[config.mk]
export PLATFORM = sky130hd
export DESIGN_NAME = led_animator
export DESIGN_NICKNAME = d
export VERILOG_FILES = /design/src/rtl/led_animator.sv
export SDC_FILE = /design/constraint.sdc
export NUM_CORES = 1
export LEC_CHECK = 0
export BUFFER_PORTS_ARGS = -buffer_cell sky130_fd_sc_hd__buf_2
export CORE_UTILIZATION = 41
export CTS_CLUSTER_DIAMETER = 150
export DETAILED_ROUTE_END_ITERATION = 10
export SLEW_MARGIN = 20
export SYNTH_ARGS = -nofsm -noshare
export SYNTH_HDL_FRONTEND = slang
export SYNTH_SLANG_ARGS = --single-unit
[constraint.sdc]
create_clock -name clk -period 2.26 [get_ports clk]
set_clock_uncertainty 0.2 [all_clocks]
set_input_delay 0.113 -clock clk [delete_from_list [all_inputs] [get_ports clk]]
set_output_delay 0.113 -clock clk [all_outputs]
set_load 0.01 [all_outputs]
[src/rtl/led_animator.sv]
// LED pattern generator: steps one of several patterns every TICK_DIV enabled cycles.
// Modes: 0 run, 1 ping-pong, 2 fill, 3 blink, 4 binary count, 5..7 off.
module led_animator #(
    parameter int N_LEDS   = 8,
    parameter int TICK_DIV = 4
) (
    input  logic              clk,
    input  logic              rst,
    input  logic              en,
    input  logic [2:0]        mode,
    output logic [N_LEDS-1:0] led_out,
    output logic              step,
    output logic [2:0]        cur_mode
);

    localparam int CW = (TICK_DIV > 1) ? $clog2(TICK_DIV) : 1;
    localparam logic [CW-1:0]     CNT_LAST = CW'(TICK_DIV - 1);
    localparam logic [N_LEDS-1:0] LED_ONE  = {{(N_LEDS-1){1'b0}}, 1'b1};

    typedef enum logic [2:0] {
        M_RUN   = 3'd0,
        M_PING  = 3'd1,
        M_FILL  = 3'd2,
        M_BLINK = 3'd3,
        M_COUNT = 3'd4,
        M_OFF5  = 3'd5,
        M_OFF6  = 3'd6,
        M_OFF7  = 3'd7
    } mode_t;

    mode_t             r_mode, w_nxt_mode;
    logic [CW-1:0]     r_count, w_nxt_count;
    logic [N_LEDS-1:0] r_led, w_nxt_led;
    logic              r_dir_up, w_nxt_dir_up;
    logic              r_step, w_nxt_step;
    logic              w_mode_chg;
    logic              w_tick;

    always_ff @(posedge clk or posedge rst) begin
        if (rst) begin
            r_mode   <= M_RUN;
            r_count  <= '0;
            r_led    <= LED_ONE;
            r_dir_up <= 1'b1;
            r_step   <= 1'b0;
        end else begin
            r_mode   <= w_nxt_mode;
            r_count  <= w_nxt_count;
            r_led    <= w_nxt_led;
            r_dir_up <= w_nxt_dir_up;
            r_step   <= w_nxt_step;
        end
    end

    always_comb begin
        w_mode_chg   = (mode != r_mode);
        w_tick       = en && (r_count == CNT_LAST);
        w_nxt_mode   = r_mode;
        w_nxt_count  = r_count;
        w_nxt_led    = r_led;
        w_nxt_dir_up = r_dir_up;
        w_nxt_step   = 1'b0;

        if (w_mode_chg) begin
            // A mode change takes priority over any tick in the same cycle.
            w_nxt_mode   = mode_t'(mode);
            w_nxt_count  = '0;
            w_nxt_dir_up = 1'b1;
            case (mode_t'(mode))
                M_RUN, M_PING: w_nxt_led = LED_ONE;
                M_BLINK:       w_nxt_led = '1;
                default:       w_nxt_led = '0;
            endcase
        end else if (en) begin
            w_nxt_count = w_tick ? '0 : r_count + 1'b1;
            if (w_tick) begin
                w_nxt_step = 1'b1;
                case (r_mode)
                    M_RUN:   w_nxt_led = {r_led[N_LEDS-2:0], r_led[N_LEDS-1]};
                    M_PING: begin
                        // Reverse on reaching an end so the endpoints are shown once per turn.
                        if (r_dir_up) begin
                            if (r_led[N_LEDS-1]) begin
                                w_nxt_led    = r_led >> 1;
                                w_nxt_dir_up = 1'b0;
                            end else begin
                                w_nxt_led = r_led << 1;
                            end
                        end else begin
                            if (r_led[0]) begin
                                w_nxt_led    = r_led << 1;
                                w_nxt_dir_up = 1'b1;
                            end else begin
                                w_nxt_led = r_led >> 1;
                            end
                        end
                    end
                    M_FILL:  w_nxt_led = (&r_led) ? '0 : {r_led[N_LEDS-2:0], 1'b1};
                    M_BLINK: w_nxt_led = ~r_led;
                    M_COUNT: w_nxt_led = r_led + 1'b1;
                    default: w_nxt_led = '0;
                endcase
            end
        end
    end

    assign led_out  = r_led;
    assign step     = r_step;
    assign cur_mode = r_mode;

endmodule

==> impl_results.md <==
- First drt pass iteration count: 4
- CP Launch Type: flip-flop
- Post-synth cell types: 57
- Die W: 59.0 um
- First-pass GRT wire length: 5970 um
- Buffers added on ports: 17
- Max-slew violations: 0
- ANT cells: 0
- Reg2reg path depth: 6
- Initial Util: 0.433
- RSZ-0062 raised after global routing: false
- Worst-Margin Slew: 0.566 ns
- GRT Residual Overflow: 0
- Worst Path Required: 2.25 ns
- EDFF count, synth: 0
- Cell area after synthesis: 0.00133 mm2
- Outcome: finished, final reports clean
- Metal2 WL: 1570 um
- Final worst path period share: 0.914
- Slew margin rel.: 0.622
- IO Count: 18
- Dpl hpwl: 2580 um
- Avg Inst Size Synth: 8.77 um2
- # DRC: 0
- Largest net degree at the start of global routing: 16
- WL final: 3570 um
- WL per Instance: 16.6 um
- Remaining antenna violation count: 0
- Clock Sinks: 15
- HP Class: primary input to asynchronous set/reset pin
- CP Capture Type: flip-flop
- CTS clk-pin slew, worst paths: 0.09 ns
- Total of max-cap violations: 0
- Layout cells sized above 1: 0.304
- Critical path class: flip-flop to flip-flop
- Final Critical Period: 2.07 ns
- Clk Tree Root Cell: clkbuf_4
- Lkg Pwr: 0.000630 uW
- Die height: 59.0 um
- Cells after Synth: 152
- P&R area growth vs syn: 14.4%
- Pwr Density: 456 mW/mm2
- Crit Path Max Fanout: 6
- Total track usage: 0.228
- CTS Buf Count: 3
- DR top layer: met4
- Asr flop ratio synth: 1.00
- Ys Warns: 0
- Clock Latency Late Sink: 0.30 ns
- Commonest non-fill, non-tap cell in the layout: buf_2
- FF+latch count, synth: 15
- Seq/Total Area, Yosys: 0.284
- CTS tree: done
- Core area: 0.00308 mm2
- CP arrival: 2.05 ns
- Via count: 1282
- Fmax: 0.484 GHz
- Final hold vios: 0
- Largest vdd supply drop: 0.330 mV
- Number of core rows: 20
- Setup WS pre-CTS: 0.155 ns
- Vias in the first global route: 1200
- Clock Path Buffers: 2
- Critical R2R Capture: led_out[2]
- Main synth FF type: dfrtp_1
- GP Congestion: 0.989
- WL met1: 1690 um
- Setup slack, reg-to-reg: 0.19 ns
- H-tree depth: 1
- R2R Path Start: led_out[0]
- Met3 WL: 242 um
- Initial antenna violation count: 0
- Final setup violation count: 0
- Syn nets: 161
- Initial DRC count: 60
- Final Worst Setup Slack: 0.194 ns
- Sum Neg Setup Slack: 0 ns
- DR vias/cell: 5.96
- Most frequent cells in the layout: buf_2, dfrtp_1, nor2_1
- Fill cells: 310
- Final #Nets: 181
- Die ar.: 0.00348 mm2
through the flow:
stage | hold slack, ns | cell area (um2) | utilization | power [uW] | instances
final | 0.197 | 1520 | 0.495 | 695 | 215
after global routing | 0.264 | 1520 | 0.495 | 734 | 215
after CTS | 0.227 | 1520 | 0.493 | 691 | 215
after detailed placement | -0.00197 | 1440 | 0.468 | 526 | 206
after global placement | -0.00643 | 1440 | 0.468 | 525 | 206
after floorplan | -0.187 | 1330 | - | 469 | 152
logic make-up (layout without fill, tap and decap cells):
group,Yosys count,after routing,synth area share
multiplexers,5,5,0.0404
flip-flops,15,15,0.284
buffers and inverters,21,40,0.0826
AO/OA/AOI/OAI,46,46,0.248
AND/OR/NAND/NOR,53,53,0.247
adder cells (fa/ha/maj),3,3,0.0282
XOR/XNOR,9,9,0.0704
Yosys cell counts, types with 2 or more instances:
| library cell | instances | area [um2] |
|---|---|---|
| a21oi_1 | 10 | 50.1 |
| xnor2_1 | 7 | 61.3 |
| nor4_1 | 2 | 12.5 |
| buf_4 | 2 | 15.0 |
| inv_1 | 6 | 22.5 |
| nand2_1 | 6 | 22.5 |
| buf_2 | 7 | 35.0 |
| dfstp_2 | 2 | 52.6 |
| nor2_1 | 11 | 41.3 |
| xnor2_2 | 2 | 32.5 |
| dfrtp_1 | 13 | 325 |
| buf_6 | 2 | 22.5 |
| ha_1 | 3 | 37.5 |
| mux2i_1 | 2 | 20.0 |
| nand2b_1 | 4 | 25.0 |
| nand4_1 | 4 | 25.0 |
| mux2_2 | 3 | 33.8 |
| clkbuf_1 | 3 | 11.3 |
| a31oi_1 | 2 | 12.5 |
| nand2_2 | 2 | 12.5 |
| nor2b_1 | 2 | 12.5 |
| o22ai_1 | 7 | 43.8 |
| a22oi_1 | 2 | 15.0 |
| o21ai_0 | 5 | 25.0 |
| nand3_2 | 2 | 20.0 |
| nor3_1 | 2 | 10.0 |
| nand3_1 | 7 | 35.0 |
| a211oi_1 | 3 | 22.5 |
worst max-delay path by stage:
stage	slack [ns]	start	to	cells past startpoint
finish	0.19	led_out[0]	led_out[2]	6
global route	0.07	cur_mode[0]	led_out[7]	5
CTS	0.14	led_out[0]	led_out[2]	6
detailed placement	0.16	led_out[0]	led_out[2]	6
global placement	0.27	led_out[0]	led_out[2]	6
floorplan	0.32	led_out[0]	led_out[2]	6
cell type report:
cell class,count,area [um2],share of cell area
multi-input cells,116,850,0.557
flip-flops and latches,15,378,0.248
repair buffers,29,188,0.123
well taps,44,55.1,0.0361
inverters,7,26.3,0.0172
clock buffers,3,22.5,0.0148
clock inverters,1,5.00,0.00328
critical path: stages, from the launching register on:
cell	delay [ns]
dfstp_2	0.55
ha_1	0.23
nand3_2	0.11
o31a_1	0.38
and2_0	0.20
a211oi_2	0.20
a21oi_1	0.09
power breakdown:
group	switching (uW)	internal, uW	leakage [uW]	total (uW)
Sequential	35.1	285	0.000193	320
Combinational	116	96.6	0.000419	213
Clock	95.9	66.1	0.0000177	162
Total	247	447	0.000630	695
sequential cells by signal, indices dropped and copies added (netlist names):
register	flops
led_out	8
cur_mode	3
r_count	2
r_dir_up	1
step	1
metal layers:
metal  global-route usage  vias up
met4               0.0986        0
met3               0.0349        8
met1                0.338      622
met5                    0        -
met2                0.328       50
li1                     -      602
timing repair:
item | in CTS | in global routing
gates resized for setup | 0 | 1
endpoints found under the hold margin | 17 | 0
setup buffers | 0 | 0
endpoints found under the setup margin | 0 | 1
hold buffers | 5 | 0
No activity file was read; power rests on OpenSTA's default activity.
